--- config.mk ---
export PLATFORM = sky130hd
export DESIGN_NAME = display_ctrl_flat
export DESIGN_NICKNAME = d
export VERILOG_FILES = /design/src/rtl/display_ctrl_if.sv /design/src/rtl/display_ctrl.sv /design/src/flat_wrapper.sv
export SDC_FILE = /design/constraint.sdc
export NUM_CORES = 1
export LEC_CHECK = 0
export CAP_MARGIN = 40
export CORE_MARGIN = 2
export CORE_UTILIZATION = 53
export DETAILED_ROUTE_END_ITERATION = 7
export HOLD_SLACK_MARGIN = 0.1
export PLACE_DENSITY = 0.74
export SYNTH_ARGS = -nofsm -noshare
export SYNTH_HDL_FRONTEND = slang
export SYNTH_SLANG_ARGS = --single-unit
--- constraint.sdc ---
create_clock -name clk -period 1.79 [get_ports clk]
set_input_delay 0.2685 -clock clk [delete_from_list [all_inputs] [get_ports clk]]
set_output_delay 0.2685 -clock clk [all_outputs]
set_load 0.02 [all_outputs]
--- src/rtl/display_ctrl_if.sv ---
// Value handshake between a producer and the seven-segment display controller.
interface display_ctrl_if;
  logic        in_valid;
  logic [13:0] in_data;
  logic        in_ready;

  modport master (output in_valid, output in_data, input in_ready);
  modport slave  (input in_valid, input in_data, output in_ready);
endinterface

--- src/rtl/display_ctrl.sv ---
// 4-digit seven-segment controller: 14-bit binary -> BCD via double-dabble FSM,
// latched into display registers and time-multiplexed onto the segment bus.
module display_ctrl #(
  parameter int REFRESH_OVERFLOW = 2**19-1,
  parameter bit BLANK_LEADING    = 1'b1
) (
  input  logic              clk,
  input  logic              reset,
  display_ctrl_if.slave     bus,
  output logic [3:0]        digit_select,
  output logic [6:0]        led_select
);
  localparam int            CW      = (REFRESH_OVERFLOW > 0) ? $clog2(REFRESH_OVERFLOW+1) : 1;
  localparam logic [CW-1:0] CNT_MAX = CW'(REFRESH_OVERFLOW);

  localparam logic [6:0] SEG_BLANK = 7'b1111111;
  localparam logic [6:0] SEG_DASH  = 7'b0111111;

  typedef enum logic [1:0] {IDLE, CONVERT, LATCH} state_t;

  state_t          state;
  logic            rdy;
  logic [29:0]     sr;        // {bcd[15:0], bin[13:0]}
  logic [3:0]      iter;
  logic            ovf_pend;
  logic [3:0][3:0] disp_digit;
  logic            disp_ovf;
  logic [CW-1:0]   refresh_cnt;
  logic [1:0]      digit_idx;
  logic [15:0]     bcd_adj;

  function automatic logic [6:0] seg7(input logic [3:0] d);
    case (d)
      4'd0:    seg7 = 7'b1000000;
      4'd1:    seg7 = 7'b1111001;
      4'd2:    seg7 = 7'b0100100;
      4'd3:    seg7 = 7'b0110000;
      4'd4:    seg7 = 7'b0011001;
      4'd5:    seg7 = 7'b0010010;
      4'd6:    seg7 = 7'b0000010;
      4'd7:    seg7 = 7'b1111000;
      4'd8:    seg7 = 7'b0000000;
      4'd9:    seg7 = 7'b0010000;
      default: seg7 = SEG_BLANK;
    endcase
  endfunction

  // Add-3 correction on every BCD nibble before the shift.
  generate
    for (genvar i = 0; i < 4; i++) begin : g_adj
      assign bcd_adj[i*4 +: 4] = (sr[14+i*4 +: 4] >= 4'd5) ? sr[14+i*4 +: 4] + 4'd3
                                                           : sr[14+i*4 +: 4];
    end
  endgenerate

  always_ff @(posedge clk) begin
    if (reset) begin
      state      <= IDLE;
      rdy        <= 1'b1;
      sr         <= '0;
      iter       <= '0;
      ovf_pend   <= 1'b0;
      disp_digit <= '0;
      disp_ovf   <= 1'b0;
    end else begin
      case (state)
        IDLE: if (bus.in_valid) begin
          sr       <= {16'b0, bus.in_data};
          iter     <= '0;
          ovf_pend <= (bus.in_data > 14'd9999);
          rdy      <= 1'b0;
          state    <= CONVERT;
        end
        CONVERT: begin
          sr   <= {bcd_adj[14:0], sr[13:0], 1'b0};
          iter <= iter + 4'd1;
          if (iter == 4'd13) state <= LATCH;
        end
        LATCH: begin
          disp_digit <= sr[29:14];
          disp_ovf   <= ovf_pend;
          rdy        <= 1'b1;
          state      <= IDLE;
        end
        default: begin
          rdy   <= 1'b1;
          state <= IDLE;
        end
      endcase
    end
  end

  assign bus.in_ready = rdy;

  // Scan runs free of the FSM so the old value stays lit during conversion.
  always_ff @(posedge clk) begin
    if (reset) begin
      refresh_cnt <= '0;
      digit_idx   <= '0;
    end else if (refresh_cnt == CNT_MAX) begin
      refresh_cnt <= '0;
      digit_idx   <= digit_idx + 2'd1;
    end else begin
      refresh_cnt <= refresh_cnt + 1'b1;
    end
  end

  logic [3:0] cur;
  logic       blank;

  always_comb begin
    digit_select = ~(4'b0001 << digit_idx);
    cur          = disp_digit[digit_idx];
    blank        = BLANK_LEADING && (digit_idx != 2'd0);
    for (int i = 0; i < 4; i++)
      if (i >= int'(digit_idx) && disp_digit[i] != 4'd0) blank = 1'b0;
    if (disp_ovf)   led_select = SEG_DASH;
    else if (blank) led_select = SEG_BLANK;
    else            led_select = seg7(cur);
  end
endmodule

--- src/flat_wrapper.sv ---
// flat-port wrapper written by rule: the top's interface ports become plain ports
module display_ctrl_flat 
#(
  parameter int REFRESH_OVERFLOW = 2**19-1,
  parameter bit BLANK_LEADING    = 1'b1
)
  (clk, reset, digit_select, led_select, bus_in_valid, bus_in_data, bus_in_ready);
  display_ctrl_if bus_i ();
  input  logic clk;
  input  logic reset;
  output logic [3:0] digit_select;
  output logic [6:0] led_select;
  input wire logic [$bits(bus_i.in_valid)-1:0] bus_in_valid;
  input wire logic [$bits(bus_i.in_data)-1:0] bus_in_data;
  output wire logic [$bits(bus_i.in_ready)-1:0] bus_in_ready;
  assign bus_i.in_valid = bus_in_valid;
  assign bus_i.in_data = bus_in_data;
  assign bus_in_ready = bus_i.in_ready;
  display_ctrl #(.REFRESH_OVERFLOW(REFRESH_OVERFLOW), .BLANK_LEADING(BLANK_LEADING)) u_core (.clk(clk), .reset(reset), .bus(bus_i), .digit_select(digit_select), .led_select(led_select));
endmodule
==> reports/results.ini <==
[status]
status=complete, but fails checks
violations=negative setup slack

[clocking]
insertion_delay_ns=0.35
cts_buffers=9
clkTransAtPathRegs_ns=0.08
clockRootBuffer=clkbuf_8
cts_tree=built
cts_max_level=3
ctsLongestPathBuffers=2
cts_sinks=76

[global_route]
grt_pass1_vias=3310
grt_usage_pct=24.0
overflow=0
grt_max_degree=30
antenna_found_initial=0
grt_pass1_wl_mm=14.8

[critical_path]
critPathSlowestCell=mux4_2
cp-end-kind=primary output
critPathBufInv=1
crit_path_start_kind=register
crit_type=reg -> out
path_max_fanout=6
worstPathArrival_ns=2.18
crit_required_ns=1.52
path_cells=mux4_2, ha_2, nor3b_2, a21oi_1, nor2_1, nor2_2, buf_6
slowest_delay_ns=0.59
crit_family=multiplexers

[synthesis]
synth_area_um2=3790
async_reset_ff_share_pct=0
syn_nets=500
syn_avg_cell_area_um2=8.19
synth-edff-count=0
synth_warnings=0
synthCells=463
yosys.cell_types.count=44
ys_seq_area_share_pct=40.1
ys.flop_type=dfxtp_1
ys_seq_elements=76

[die]
start_util_pct=55.2
dieArea_um2=7850
die_height_um=88.6
die_w_um=88.6
pin_count=29
fp-row-count=30
core-area_um2=6870

[finish]
drive_above_1_share_pct=21.1
finalNetCount=557
stdcell_area_um2=4770
num_antenna_cells=0
layout_common_cells=dfxtp_1 (74), nor2_1 (64), nand2_1 (55), a21oi_1 (47), buf_4 (44)
final_common_cell=dfxtp_1
area_growth_pct=25.8
layout.cells.non_filler=621

[hold_path]
hold_class=in -> reg

[placement]
place_hpwl_mm=5.72
placedCellCount=600
place_area_um2=4410
port-buffer-count=28
place_congestion=0.817

[detailed_routing]
route.detailed.drc=0
viasPerCell=5.42
drt_iter0_drc=185
wl_per_cell_um=13.9
num_vias=3363
routed_wl_mm=8.60
firstDrtPassIters=5
antenna_left=0

[flow_run]
maxCapViolCount=0

[timing]
fin_skew_ns=0.00750
tightest_slew_ns=0.621
relSlewSlack_pct=58.6
rsz0062_at_grt=true
setup_viol=7
fin_ws_ns=-0.663
drv_slew=0
post-route-period-util_pct=137
fmax_mhz=408
hold_viol=0
min_period_ns=2.45

[pwr]
leakagePower_nw=1.92
p_per_area_nw_per_um2=767
peakVddDrop_mv=0.539

stage by stage:
step | util [%] | worst slack [ns] | hold slack [ns] | TNS (ns) | power [mW]
finish | 69.5 | -0.663 | 0.334 | -4.11 | 3.66
global route | 69.5 | -0.730 | 0.355 | -4.55 | 3.80
CTS | 69.0 | -0.601 | 0.328 | -4.12 | 3.68
detailed placement | 64.1 | -0.674 | 0.432 | -4.57 | 2.10
global placement | 64.1 | -0.635 | 0.424 | -4.28 | 2.09
floorplan | - | -0.180 | 0.394 | -0.861 | 1.98
routing by layer:
metal / vias to the layer above / global-route usage, % / part of all wire (%)
li1: 1681 / - / -
met1: 1598 / 29.5 / 44
met2: 64 / 41.2 / 50
met3: 20 / 4.01 / 3.5
met4: 0 / 11.0 / 2.7
met5: - / 0 / 0
cell usage after synthesis, types with 3 or more instances:
library cell,number,area [um^2]
and2_1,3,18.8
nand2b_1,8,50.1
dfxtp_1,76,1520
mux2i_1,3,30.0
nand4_1,5,31.3
inv_1,24,90.1
nor3_1,7,35.0
nand2_1,56,210
a2111oi_0,3,26.3
o221a_2,6,67.6
a21o_1,3,22.5
xnor2_1,12,105
nand3_1,16,80.1
a22oi_1,9,67.6
o21ai_1,3,15.0
xor2_1,14,123
nor2_1,67,251
and3_1,5,31.3
and4_1,3,26.3
clkbuf_1,20,75.1
a21oi_1,48,240
nor4_1,3,18.8
o21ai_0,13,65.1
mux4_2,3,67.6
ha_1,20,250
buf_6,3,33.8
nor2b_1,7,43.8
final cells by class:
| cell class | count | area, um^2 |
|---|---|---|
| multi-input cells | 335 | 2150 |
| fillers | 552 | 2100 |
| flip-flops and latches | 76 | 1530 |
| repair buffers | 73 | 626 |
| clock buffers | 10 | 138 |
| well taps | 96 | 120 |
| clock inverters | 6 | 111 |
| inverters | 25 | 98.8 |
where the power goes:
part           internal [mW]  switching (mW)
Clock                  0.963           0.631
Combinational          0.131           0.163
Sequential              1.74          0.0341
logic make-up after synthesis:
| group | count (synthesis) | share of synthesized area (%) |
|---|---|---|
| AND/OR/NAND/NOR | 185 | 22.2 |
| AO/OA/AOI/OAI | 97 | 15.8 |
| flip-flops | 76 | 40.1 |
| buffers and inverters | 52 | 6.00 |
| XOR/XNOR | 26 | 6.00 |
| adder cells (fa/ha/maj) | 20 | 6.60 |
| multiplexers | 7 | 3.27 |
path summary, 6_finish.rpt:
kind,startpoint,endpoint,slack [ns],depth (start not counted)
setup / recovery,u_core.digit_idx[0],led_select[6],-0.66,7
hold / removal,reset,u_core.digit_idx[0],0.33,2
setup reg to reg,u_core.refresh_cnt[0],u_core.refresh_cnt[5],0.18,7
hold reg to reg,u_core.sr[8],u_core.sr[9],0.44,2
repair_timing:
item                                    in CTS  in global routing
hold buffers                                 0                  0
setup buffers                                4                  1
pin swaps                                    5                  5
gates resized for setup                     64                 13
endpoints found under the setup margin      11                 11
cloned                                       0                  0
state kept, by name, indices dropped and copies added (netlist names):
register	count
u_core.bus.in_ready	1
u_core.digit_idx	2
u_core.disp_digit	16
u_core.disp_ovf	1
u_core.iter	4
u_core.ovf_pend	1
u_core.refresh_cnt	19
u_core.sr	30
u_core.state	2
No activity file was read; power rests on OpenSTA's default activity.
